**config.mk**
```make
export PLATFORM = sky130hd
export DESIGN_NAME = fifo_led_reader
export DESIGN_NICKNAME = d
export VERILOG_FILES = /design/src/rtl/fifo_led_reader.sv
export SDC_FILE = /design/constraint.sdc
export NUM_CORES = 1
export LEC_CHECK = 0
export CAP_MARGIN = 15
export CORE_ASPECT_RATIO = 1.75
export CORE_UTILIZATION = 54
export DETAILED_ROUTE_END_ITERATION = 10
export PLACE_DENSITY = 0.86
export SLEW_MARGIN = 20
export SYNTH_ARGS = -nofsm -noshare
export SYNTH_HDL_FRONTEND = slang
export SYNTH_SLANG_ARGS = --single-unit
```
**constraint.sdc**
```tcl
create_clock -name clk -period 2.7 [get_ports clk]
set_input_delay 0.54 -clock clk [delete_from_list [all_inputs] [get_ports clk]]
set_output_delay 0.54 -clock clk [all_outputs]
set_load 0.1 [all_outputs]
```
**src/rtl/fifo_led_reader.sv**
```systemverilog
// fifo_led_reader: drains an 8-bit push/pop FIFO one byte at a time and holds
// each popped byte on the LEDs for HOLD_CYCLES clocks before fetching the next.
// Every output is a register or a decode of the state register only.
module fifo_led_reader #(
  parameter int HOLD_CYCLES = 4,
  parameter int CNT_W       = 24
) (
  input  logic       clk,
  input  logic       reset,
  input  logic       enable,
  input  logic       fifo_empty,
  input  logic [7:0] fifo_data,
  output logic       fifo_pop,
  output logic [7:0] led,
  output logic       busy,
  output logic [7:0] shown_count
);

  typedef enum logic [1:0] {
    ST_IDLE = 2'd0,
    ST_POP  = 2'd1,
    ST_LOAD = 2'd2,
    ST_HOLD = 2'd3
  } state_t;

  // Counter reload: HOLD_CYCLES-1 down to 0 inclusive gives HOLD_CYCLES cycles.
  localparam logic [CNT_W-1:0] LP_HOLD_LAST = CNT_W'(HOLD_CYCLES - 1);

  state_t           r_state;
  state_t           w_state_nxt;
  logic [CNT_W-1:0] r_hold_cnt;
  logic [7:0]       r_led;
  logic [7:0]       r_shown;
  logic             w_hold_done;
  logic             w_load;

  assign w_hold_done = (r_hold_cnt == '0);
  assign w_load      = (r_state == ST_LOAD);

  // State register.
  always_ff @(posedge clk or negedge reset) begin
    if (!reset) begin
      r_state <= ST_IDLE;
    end else begin
      r_state <= w_state_nxt;
    end
  end

  // Next-state decode; enable is only consulted in IDLE so a started
  // transfer always runs to the end of its hold.
  always_comb begin
    w_state_nxt = r_state;
    unique case (r_state)
      ST_IDLE: if (enable && !fifo_empty) w_state_nxt = ST_POP;
      ST_POP:  w_state_nxt = ST_LOAD;
      ST_LOAD: w_state_nxt = ST_HOLD;
      ST_HOLD: if (w_hold_done) w_state_nxt = ST_IDLE;
      default: w_state_nxt = ST_IDLE;
    endcase
  end

  // Hold counter: reloaded as the byte is loaded, counts down while holding.
  always_ff @(posedge clk or negedge reset) begin
    if (!reset) begin
      r_hold_cnt <= '0;
    end else if (w_load) begin
      r_hold_cnt <= LP_HOLD_LAST;
    end else if ((r_state == ST_HOLD) && !w_hold_done) begin
      r_hold_cnt <= r_hold_cnt - 1'b1;
    end
  end

  // LED byte and shown counter update only in LOAD; FIFO data_out is valid
  // in the cycle after the pop strobe, which is exactly the LOAD cycle.
  always_ff @(posedge clk or negedge reset) begin
    if (!reset) begin
      r_led   <= '0;
      r_shown <= '0;
    end else if (w_load) begin
      r_led   <= fifo_data;
      r_shown <= r_shown + 8'd1;
    end
  end

  assign fifo_pop    = (r_state == ST_POP);
  assign busy        = (r_state != ST_IDLE);
  assign led         = r_led;
  assign shown_count = r_shown;

endmodule

```
==> results.md <==
* Status: finished, final reports clean
* Via count at between 1500 and 2000
* Syn_area_per_cell at between 10 and 15 µm²
* IO buf count at 29
* Critical path data arrival time at 2.72 ns
* Required @ worst endpoint at between 2 and 3 ns
* Clock Path Buffers at 2
* Number of buffers added for setup after CTS at 0
* Min-delay worst type: input port to async pin
* Critical path class: flip-flop to flip-flop
* Largest net degree at the start of global routing at 43
* Seq. cell area at around 0.0011 mm²
* Initial antenna violation count at 0
* Final core occ at 0.690
* Root buffer cell: clkbuf_8
* Clock skew at ~0.012 ns
* Total track usage at 0.241
* Mapped Nets at between 200 and 250
* GPL Wtd Cong at 0.888
* Fin crit period at between 2 and 3 ns
* Critical Path Start Type: flip-flop
* Vias per cell at 5.76
* Layout cells sized above 1 at 0.210
* Flop and latch count out of synthesis at 42
* Antenna viol nets, final at 0
* TritonCTS clock tree: done
* Iter 0 DRT Violations at 37
* Later-pin clock latency in the skew report at 0.30 ns
* Rows at 29
* Routed WL at roughly 4500 µm
* Distinct cell type count after synthesis at 33
* FFs w/ async S/R, synth at 1.00
* DP Area at about 0.0024 mm²
* Final Max Slew Viols at 0
* Vias in the first global route at approximately 1700
* Final hold vios at 0
* Boundary Pins at 30
* Total negative setup slack at 0 ns
* Chip Height at ~84 µm
* Yosys warnings at 0
* Antenna cells at 0
* Number of synthesized flops with an enable pin at 0
* Tightest Pin Transition at 0.916 ns
* Multi-input gate area at around 980 µm²
* Sequential area share after synthesis at 0.501
* Nets@finish at roughly 260
* Post-Syn Area at about 0.0021 mm²
* HPWL after DPL at between 3000 and 4000 µm
* Clk pin slew, worst setup/hold paths at ~0.090 ns
* CTS Sinks at 42
* Hold_buf cts at 0
* Core footprint at 0.00366 mm²
* Area growth syn-to-layout at 20.4%
* Fill count at between 200 and 300
* Most used DFF post-synth: dfrtp_1
* Cell count of the worst reg-to-reg path at 6
* Cells after Synth at a little over 200
* Final Instance Area at between 0.002 and 0.003 mm²
* Number of H-tree levels at 2
* Wire per inst at 15.6 µm
* Chip Width at between 40 and 50 µm
* DR pass1 iterations at 4
* CP Max Fanout at 14
* Max-cap violations at 0
* DRC violations left at 0
* Die ar. at between 0.004 and 0.005 mm²
* Starting Density at 0.573
* Unrepaired setup endpoints after global routing: no
* Grt total ovfl at 0
* Crit. End Element: flip-flop
* First-pass GRT wire length at 7650 µm
* Inserted Clock Buffers at 5
* Post-cts repair resize count at 0
* Crit share post-route at 0.934
* Setup Viol. Count Final at 0
* Max Freq at between 300 and 400 MHz
* Max-slew headroom at 0.389
-- cells in the mapped netlist (2+ instances only) --
cell type	number	area (µm²)
nor3_1	4	20.0
clkbuf_1	4	15.0
xor2_1	14	123
dfrtp_1	42	1050
nor3b_1	2	15.0
or4_1	6	45.0
nand3_1	4	20.0
a21oi_1	14	70.1
nand2_1	6	22.5
nor2_1	23	86.3
xnor2_1	5	43.8
o31ai_1	3	22.5
nand4_1	6	37.5
nor4_1	4	25.0
o21ai_0	10	50.1
mux2_2	9	101
ha_1	7	87.6
buf_2	3	15.0
o2111ai_1	2	17.5
nand2b_1	2	12.5
or3_1	9	56.3
o211ai_1	5	37.5
or2_2	3	18.8
inv_1	8	30.0
-- critical path, stage by stage, from the launching register on --
cell	delay [ns]
dfrtp_1	0.43
or4_1	0.59
or4_1	0.68
o21ai_4	0.22
buf_4	0.21
a21oi_1	0.08
a31o_2	0.23
-- worst paths after layout --
check                                            from                         end  slack (ns)
min                                             reset   r_hold_cnt[0]$_DFFE_PN0P_        0.36
max                        r_hold_cnt[12]$_DFFE_PN0P_      r_state[1]$_DFFE_PN0P_        0.18
max in group asynchronous                       reset  r_hold_cnt[19]$_DFFE_PN0P_        1.75
max reg2reg                r_hold_cnt[12]$_DFFE_PN0P_      r_state[1]$_DFFE_PN0P_        0.18
min in group clk           shown_count[5]$_DFFE_PN0P_  shown_count[5]$_DFFE_PN0P_        0.52
min reg2reg                shown_count[5]$_DFFE_PN0P_  shown_count[5]$_DFFE_PN0P_        0.52
-- cell type report --
class	count	area share
clock buffer	5	0.0272
tap	46	0.0228
timing repair buffer	39	0.125
inverter	8	0.0119
sequential	42	0.416
clock inverter	3	0.00841
multi-input combinational	146	0.389
-- cells in the final DEF (no fill, tap or decap), types with 5 or more instances in the layout --
master / netlist / routed
inv_1: 8 / 8
xor2_1: 14 / 14
nand2_1: 6 / 6
clkbuf_8: 0 / 5
nor2_1: 23 / 23
mux2_2: 9 / 9
o211ai_1: 5 / 5
buf_4: 0 / 28
dfrtp_1: 42 / 42
a21oi_1: 14 / 14
ha_1: 7 / 7
o21ai_0: 10 / 10
xnor2_1: 5 / 5
clkdlybuf4s50_1: 0 / 10
or3_1: 9 / 9
or4_1: 6 / 6
nand4_1: 6 / 6
-- cell families (layout without fill, tap and decap cells) --
family,count (synthesis),in the layout,share of synthesized area
fa+ha+maj,7,7,0.0417
simple gates,73,73,0.185
buf+inv,16,55,0.0304
flops,42,42,0.501
compound gates,37,37,0.110
xor+xnor,19,19,0.0793
mux,10,10,0.0536
-- per-stage QoR --
step,cells,hold WS (ns),setup WS (ns)
global route,289,0.432,0.0574
floorplan,204,0.244,0.210
CTS,289,0.399,0.182
detailed placement,281,0.493,0.210
global placement,281,0.458,0.252
finish,289,0.364,0.178
-- sequential cells by signal, indices dropped and copies added, names as in the netlist --
signal       count
r_hold_cnt      24
led              8
shown_count      8
r_state          2
-- metal layers --
metal / vias to the layer above / GRT usage / routed length [µm]
met3: 12 / 0.0471 / 128
met5: - / 0 / 0
met1: 805 / 0.259 / 1810
met2: 48 / 0.426 / 2420
li1: 801 / - / -
met4: 0 / 0.142 / 144
Power is not shown: default switching activity piles up to over one toggle a cycle in this logic, so the estimate is an artifact.
